<file path="src/rtl/crop_stream_ctrl.sv">
// crop_stream_ctrl: runs one myproject inference per frame. It forwards only the crop window
// of the incoming pixel stream to the core, drives ap_start/ap_done, and latches the first beat
// of every core output channel into a held result.
// Optional latency counter: define CROP_STREAM_CTRL_PERF_EN.
module crop_stream_ctrl #(
    parameter int unsigned FP_TOTAL = 16,
    parameter int unsigned IN_ROWS  = 100,
    parameter int unsigned IN_COLS  = 160,
    parameter int unsigned OUT_ROWS = 48,
    parameter int unsigned OUT_COLS = 48,
    parameter int unsigned NUM_OUT  = 5,
    parameter int unsigned Y_W      = $clog2(IN_ROWS),
    parameter int unsigned X_W      = $clog2(IN_COLS)
) (
    input  logic                        ap_clk,
    input  logic                        ap_rst_n,
    input  logic                        cfg_start,
    input  logic [Y_W-1:0]              cfg_y1,
    input  logic [X_W-1:0]              cfg_x1,
    output logic                        cfg_err,
    output logic                        busy,
    input  logic [FP_TOTAL-1:0]         pix_TDATA,
    input  logic                        pix_TVALID,
    output logic                        pix_TREADY,
    output logic [FP_TOTAL-1:0]         core_in_TDATA,
    output logic                        core_in_TVALID,
    input  logic                        core_in_TREADY,
    output logic                        core_ap_start,
    input  logic                        core_ap_ready,
    input  logic                        core_ap_done,
    input  logic [NUM_OUT*FP_TOTAL-1:0] core_out_TDATA,
    input  logic [NUM_OUT-1:0]          core_out_TVALID,
    output logic [NUM_OUT-1:0]          core_out_TREADY,
    output logic [NUM_OUT*FP_TOTAL-1:0] result_data,
    output logic                        result_valid,
    input  logic                        result_ack,
    output logic [31:0]                 perf_cycles
);

    typedef enum logic [1:0] {StIdle, StStream, StDrain, StResult} state_e;

    state_e                      state_q, state_d;
    logic [Y_W-1:0]              row_q, y1_q;
    logic [X_W-1:0]              col_q, x1_q;
    logic [NUM_OUT-1:0]          captured_q;
    logic                        done_seen_q;
    logic [NUM_OUT*FP_TOTAL-1:0] result_q;
    logic                        ap_start_q;
    logic                        cfg_err_q;

    logic               cfg_ok, start_acc, in_stream, active, in_win;
    logic               pix_hs, last_col, last_row, last_pix;
    logic [NUM_OUT-1:0] out_hs, captured_nx;
    logic               done_nx;

    // Window test, handshakes and same-cycle flag updates.
    always_comb begin
        cfg_ok    = (32'(cfg_y1) + OUT_ROWS <= IN_ROWS) && (32'(cfg_x1) + OUT_COLS <= IN_COLS);
        start_acc = (state_q == StIdle) && cfg_start && cfg_ok;
        in_stream = (state_q == StStream);
        active    = in_stream || (state_q == StDrain);
        in_win    = (32'(row_q) >= 32'(y1_q)) && (32'(row_q) < 32'(y1_q) + OUT_ROWS) &&
                    (32'(col_q) >= 32'(x1_q)) && (32'(col_q) < 32'(x1_q) + OUT_COLS);
        pix_TREADY     = in_stream && (in_win ? core_in_TREADY : 1'b1);
        core_in_TDATA  = pix_TDATA;
        core_in_TVALID = in_stream && pix_TVALID && in_win;
        pix_hs   = pix_TVALID && pix_TREADY;
        last_col = (col_q == X_W'(IN_COLS - 1));
        last_row = (row_q == Y_W'(IN_ROWS - 1));
        last_pix = pix_hs && last_col && last_row;
        core_out_TREADY = {NUM_OUT{active}} & ~captured_q;
        out_hs      = core_out_TVALID & core_out_TREADY;
        captured_nx = captured_q | out_hs;
        done_nx     = done_seen_q || (core_ap_done && active);
        busy          = (state_q != StIdle);
        result_valid  = (state_q == StResult);
        result_data   = result_q;
        core_ap_start = ap_start_q;
        cfg_err       = cfg_err_q;
    end

    // Next-state logic; DRAIN exit sees captures and done arriving this cycle.
    always_comb begin
        state_d = state_q;
        unique case (state_q)
            StIdle:   if (start_acc) state_d = StStream;
            StStream: if (last_pix) state_d = StDrain;
            StDrain:  if ((&captured_nx) && done_nx) state_d = StResult;
            StResult: if (result_ack) state_d = StIdle;
            default:  state_d = StIdle;
        endcase
    end

    // State, origin latch, start handshake and config error pulse.
    always_ff @(posedge ap_clk or negedge ap_rst_n) begin
        if (!ap_rst_n) begin
            state_q    <= StIdle;
            y1_q       <= '0;
            x1_q       <= '0;
            ap_start_q <= 1'b0;
            cfg_err_q  <= 1'b0;
        end else begin
            state_q   <= state_d;
            cfg_err_q <= (state_q == StIdle) && cfg_start && !cfg_ok;
            if (start_acc) begin
                y1_q       <= cfg_y1;
                x1_q       <= cfg_x1;
                ap_start_q <= 1'b1;
            end else if (ap_start_q && core_ap_ready) begin
                ap_start_q <= 1'b0;
            end
        end
    end

    // Raster position of the next input pixel; wraps to 0,0 after the last pixel.
    always_ff @(posedge ap_clk or negedge ap_rst_n) begin
        if (!ap_rst_n) begin
            row_q <= '0;
            col_q <= '0;
        end else if (pix_hs) begin
            if (last_col) begin
                col_q <= '0;
                row_q <= last_row ? '0 : row_q + 1'b1;
            end else begin
                col_q <= col_q + 1'b1;
            end
        end
    end

    // Output capture: first beat per channel only, flags cleared when the result is taken.
    always_ff @(posedge ap_clk or negedge ap_rst_n) begin
        if (!ap_rst_n) begin
            captured_q  <= '0;
            done_seen_q <= 1'b0;
            result_q    <= '0;
        end else begin
            if ((state_q == StResult) && result_ack) begin
                captured_q  <= '0;
                done_seen_q <= 1'b0;
            end else if (active) begin
                captured_q  <= captured_nx;
                done_seen_q <= done_nx;
            end
            for (int k = 0; k < int'(NUM_OUT); k++) begin
                if (out_hs[k]) result_q[k*FP_TOTAL +: FP_TOTAL] <= core_out_TDATA[k*FP_TOTAL +: FP_TOTAL];
            end
        end
    end

`ifdef CROP_STREAM_CTRL_PERF_EN
    logic [31:0] perf_q;

    // Frame latency: cleared on accepted start, counts STREAM/DRAIN cycles, saturates.
    always_ff @(posedge ap_clk or negedge ap_rst_n) begin
        if (!ap_rst_n) begin
            perf_q <= '0;
        end else if (start_acc) begin
            perf_q <= '0;
        end else if (active && (perf_q != 32'hFFFF_FFFF)) begin
            perf_q <= perf_q + 32'd1;
        end
    end

    assign perf_cycles = perf_q;
`else
    assign perf_cycles = 32'd0;
`endif

endmodule

</file>
<file path="config.mk">
export PLATFORM = sky130hd
export DESIGN_NAME = crop_stream_ctrl
export DESIGN_NICKNAME = d
export VERILOG_FILES = /design/src/rtl/crop_stream_ctrl.sv
export SDC_FILE = /design/constraint.sdc
export NUM_CORES = 1
export LEC_CHECK = 0
export ABC_CLOCK_PERIOD_IN_PS = 7600
export CORE_MARGIN = 3
export CORE_UTILIZATION = 46
export DETAILED_ROUTE_END_ITERATION = 16
export HOLD_SLACK_MARGIN = 0.02
export PLACE_DENSITY = 0.87
export SLEW_MARGIN = 20
export SYNTH_ARGS = -nofsm -noshare
export SYNTH_HDL_FRONTEND = slang
export SYNTH_SLANG_ARGS = --single-unit
</file>
<file path="constraint.sdc">
create_clock -name ap_clk -period 7.6 [get_ports ap_clk]
set_input_delay 1.52 -clock ap_clk [delete_from_list [all_inputs] [get_ports ap_clk]]
set_output_delay 1.52 -clock ap_clk [all_outputs]
set_load 0.02 [all_outputs]
</file>
==> PnR_summary.wiki <==
{| class="wikitable"
! Metric !! Value
|-
| RSZ-0062 raised after global routing || false
|-
| Critical path, cell by cell || inv_1 > ha_1 > xor2_1 > ha_1 > a21oi_1 > nand2_1 > a22o_1 > nor4_1 > and3_1 > nor2_1 > clkdlybuf4s50_1
|-
| Total power after layout || 1.94 mW
|-
| Maximum VDD drop || 0.000186 V
|-
| Total DRC errors in the routed layout || 0
|-
| Number of buffers inserted during clock tree synthesis || 17
|-
| Endpoint required time on the critical path || 6.08 ns
|-
| Internal power consumption || 1.40 mW
|-
| Most congested layer reported by global routing || met2
|-
| Top cell by count, worst path || sky130_fd_sc_hd__ha_1
|-
| Register bit total from synthesis || 120
|-
| Total setup violations reported at the end of the flow || 0
|-
| Clock latency of the later-clocked register in the worst-skew pair || 0.41 ns
|-
| Most used cells in the layout excluding fill and tap cells || sky130_fd_sc_hd__clkdlybuf4s50_1 (197), sky130_fd_sc_hd__dfrtp_1 (120), sky130_fd_sc_hd__mux2_2 (87), sky130_fd_sc_hd__ha_1 (33), sky130_fd_sc_hd__conb_1 (32)
|-
| Post-CTS Hold Fix Bufs || 0
|-
| Per-cell via count in the routed design || 5.05
|-
| Total of cells resized after clock tree synthesis || 0
|-
| TritonCTS sink count || 120
|-
| Data arrival time at the worst-slack endpoint || 3.50 ns
|-
| Clock power frac || 40.9%
|-
| Final HPWL DP || 11,800 um
|-
| Global-route usage over all layers || 22.1%
|-
| Floorplan die width || 120 um
|-
| Post-synth top flop || sky130_fd_sc_hd__dfrtp_1
|-
| Final Cycle Share || 66.1%
|-
| Pin count of the biggest net entering global routing || 85
|-
| CP top delay family || simple AND/OR/NAND/NOR gates
|-
| Root Driver || sky130_fd_sc_hd__clkbuf_16
|-
| Area of the core region || 12,700 um2
|-
| Number of global-route vias before repair || 4,842
|-
| Setup TNS || 0 ns
|-
| Clk slew on worst S/H paths || 0.05 ns
|-
| Average instance area after synthesis || 11.8 um2
|-
| Leading cell type in the layout, fill and taps excluded || sky130_fd_sc_hd__clkdlybuf4s50_1
|-
| Final count of hold timing violations || 0
|-
| Tightest Hold Check Type || flip-flop to flip-flop
|-
| Height of the die || 120 um
|-
| M2 GR Usage || 39.7%
|-
| Library cell occupying the most area in the post-synthesis netlist || sky130_fd_sc_hd__dfrtp_1
|-
| Logic depth of the worst setup path including buffers || 11
|-
| Met1 track utilization from global routing || 22.4%
|-
| Static leakage || 3.84 nW
|-
| Share of Yosys cell area claimed by the top area cell type || 50.2%
|-
| ANT cells || 0
|-
| DRC marker count from the first detailed-route iteration || 193
|-
| Number of rows created at floorplan || 41
|-
| CP max stage cell || sky130_fd_sc_hd__clkdlybuf4s50_1
|-
| Actual slew at the worst max-slew pin || 0.819 ns
|-
| Worst clock skew on the final layout || 0.00701 ns
|-
| Area of the die || 14,400 um2
|-
| Placer's final routability congestion estimate || 0.805
|-
| Synth Cell Area || 5980 um2
|-
| Max-slew headroom at the worst pin || 45.2%
|-
| Final min period || 5.02 ns
|-
| Fraction of layout instances using a drive strength above 1 || 18.3%
|-
| Highest clock rate || 0.199 GHz
|-
| Instance area after placement || 7880 um2
|-
| Number of enable flip-flop cells after synthesis || 0
|-
| H-tree Lvls || 4
|-
| Per-cell routed wire length || 17.8 um
|-
| # Max-Cap Violations || 0
|-
| Io pins || 263
|-
| Number of post-CTS setup repair buffers || 0
|-
| Power density over the cells || 229 nW/um2
|-
| Number of buffer cells added on primary ports || 198
|-
| Area Overhead vs Synth || 41.6%
|-
| Final #Nets || 850
|-
| Sequential area share after synthesis || 50.2%
|-
| Largest fanout on the critical path || 15
|-
| Cells after Synth || 505
|-
| First-pass GRT wire length || 24,700 um
|-
| Maximum buffer depth of the clock tree || 2
|-
| Number of antenna violations at the first check in global routing || 0
|-
| Portion of total power attributed to sequential cells || 39.2%
|-
| Met3 track utilization from global routing || 10.5%
|-
| Aggregate routed wire length || 15,600 um
|-
| Sw frac || 27.6%
|-
| Area of all placed cells without fillers || 8470 um2
|-
| Element type at the critical path start || flip-flop
|-
| Startpoint-to-endpoint class of the critical path || flip-flop to output pin
|-
| Sw power || 534 uW
|-
| Slowest stage delay, CP || 0.55 ns
|-
| Global-route congestion overflow total || 0
|-
| Post-route ant nets || 0
|-
| DR pass1 iterations || 4
|-
| Utilization after layout || 66.8%
|-
| Cell variety after synth || 47
|-
| Comb power frac || 19.9%
|-
| TritonCTS clock tree || built
|-
| FILL cells || 919
|-
| Starting utilization of the core area || 47.2%
|-
| Depth of the worst register-to-register path || 11
|-
| Top cells by area in the synthesized netlist || sky130_fd_sc_hd__dfrtp_1 (50%), sky130_fd_sc_hd__mux2_2 (16%), sky130_fd_sc_hd__ha_1 (6.9%), sky130_fd_sc_hd__buf_4 (6.0%), sky130_fd_sc_hd__a21oi_1 (1.7%)
|-
| Status || finished clean
|-
| Kind of end point of the critical path || output pin
|-
| Proportion of register bits with asynchronous set or reset after synthesis || 100%
|-
| Final Slew Violations || 0
|-
| Combined buffer and inverter count along the critical path || 2
|-
| Count of warnings emitted by yosys || 0
|-
| Vias after detailed routing || 4,426
|-
| Hold path depth || 1
|}
==> state kept, by name, indices dropped and copies added (netlist names) <==
| name | flops |
|---|---|
| captured_q | 5 |
| row_q | 7 |
| y1_q | 7 |
| core_ap_start | 1 |
| cfg_err | 1 |
| col_q | 8 |
| result_data | 80 |
| done_seen_q | 1 |
| x1_q | 8 |
| state_q | 2 |
==> synth_stat cells (all sizes together) (3+ instances only) <==
master,instances
nand3b,6
buf,51
and3,3
clkbuf,11
o31ai,5
inv,26
a31oi,4
mux2i,3
nand3,8
mux2,89
a21o,3
nand2,25
nor4b,3
o21ai,20
o22ai,3
dfrtp,120
nor2,19
nor4,4
a21oi,20
nor2b,12
xor2,7
nand4,4
ha,33
==> power by group through the flow <==
stage	combinational, mW	sequential [mW]	clock (mW)
after CTS	0.389	0.759	0.809
after global routing	0.412	0.768	0.837
after detailed placement	0.385	0.768	0
after global placement	0.370	0.764	0
final	0.385	0.759	0.792
after floorplan	0.143	0.820	0
==> worst register-to-register path: cells and delay by family, from the launching register on <==
family / cells / cell delay (ns)
simple gates: 4 / 1.30
fa+ha+maj: 2 / 0.52
flops: 1 / 0.37
compound gates: 2 / 0.33
mux: 1 / 0.30
xor+xnor: 1 / 0.14
buf+inv: 1 / 0.09
==> through the flow <==
| stage | std cells | hold WS (ns) | worst slack (ns) |
|---|---|---|---|
| detailed placement | 846 | 0.479 | 2.87 |
| global placement | 846 | 0.466 | 2.94 |
| global route | 877 | 0.504 | 2.28 |
| finish | 877 | 0.490 | 2.58 |
| floorplan | 536 | 0.485 | 3.84 |
| CTS | 877 | 0.495 | 2.57 |
==> logic make-up (layout without fill, tap and decap cells) <==
logic type	count (synthesis)	count (layout)	share of synthesized area, %
AND/OR/NAND/NOR	99	99	9.10
adder cells (fa/ha/maj)	33	33	6.91
multiplexers	92	92	17.4
buffers and inverters	88	257	8.79
XOR/XNOR	8	8	1.17
AO/OA/AOI/OAI	64	64	6.36
other	1	32	0.0627
flip-flops	120	120	50.2
==> cell type report <==
| cell class | count | area [um2] | area share (%) |
|---|---|---|---|
| Timing Repair Buffer | 200 | 2000 | 23.6 |
| Clock inverter | 13 | 148 | 1.74 |
| Inverter | 26 | 97.6 | 1.15 |
| Clock buffer | 18 | 439 | 5.19 |
| Sequential cell | 120 | 3000 | 35.5 |
| Multi-Input combinational cell | 328 | 2570 | 30.3 |
| Tap cell | 172 | 215 | 2.54 |
==> routing by layer <==
metal	wire (um)	vias up
met5	0	-
met4	273	0
met3	1480	24
met2	8540	171
met1	5350	2173
li1	-	2058
==> worst paths after layout <==
| check | startpoint | end | slack, ns |
|---|---|---|---|
| min in group asynchronous | ap_rst_n | result_data[45] | 1.06 |
| worst min register to register | core_ap_start | core_ap_start | 0.49 |
| worst max-delay path | y1_q[4] | pix_TREADY | 2.58 |
| max in group asynchronous | ap_rst_n | result_data[64] | 5.41 |
| worst max register to register | y1_q[4] | row_q[0] | 4.44 |
| worst min-delay path | core_ap_start | core_ap_start | 0.49 |
Note: power is estimated with default switching activity, not from simulation.
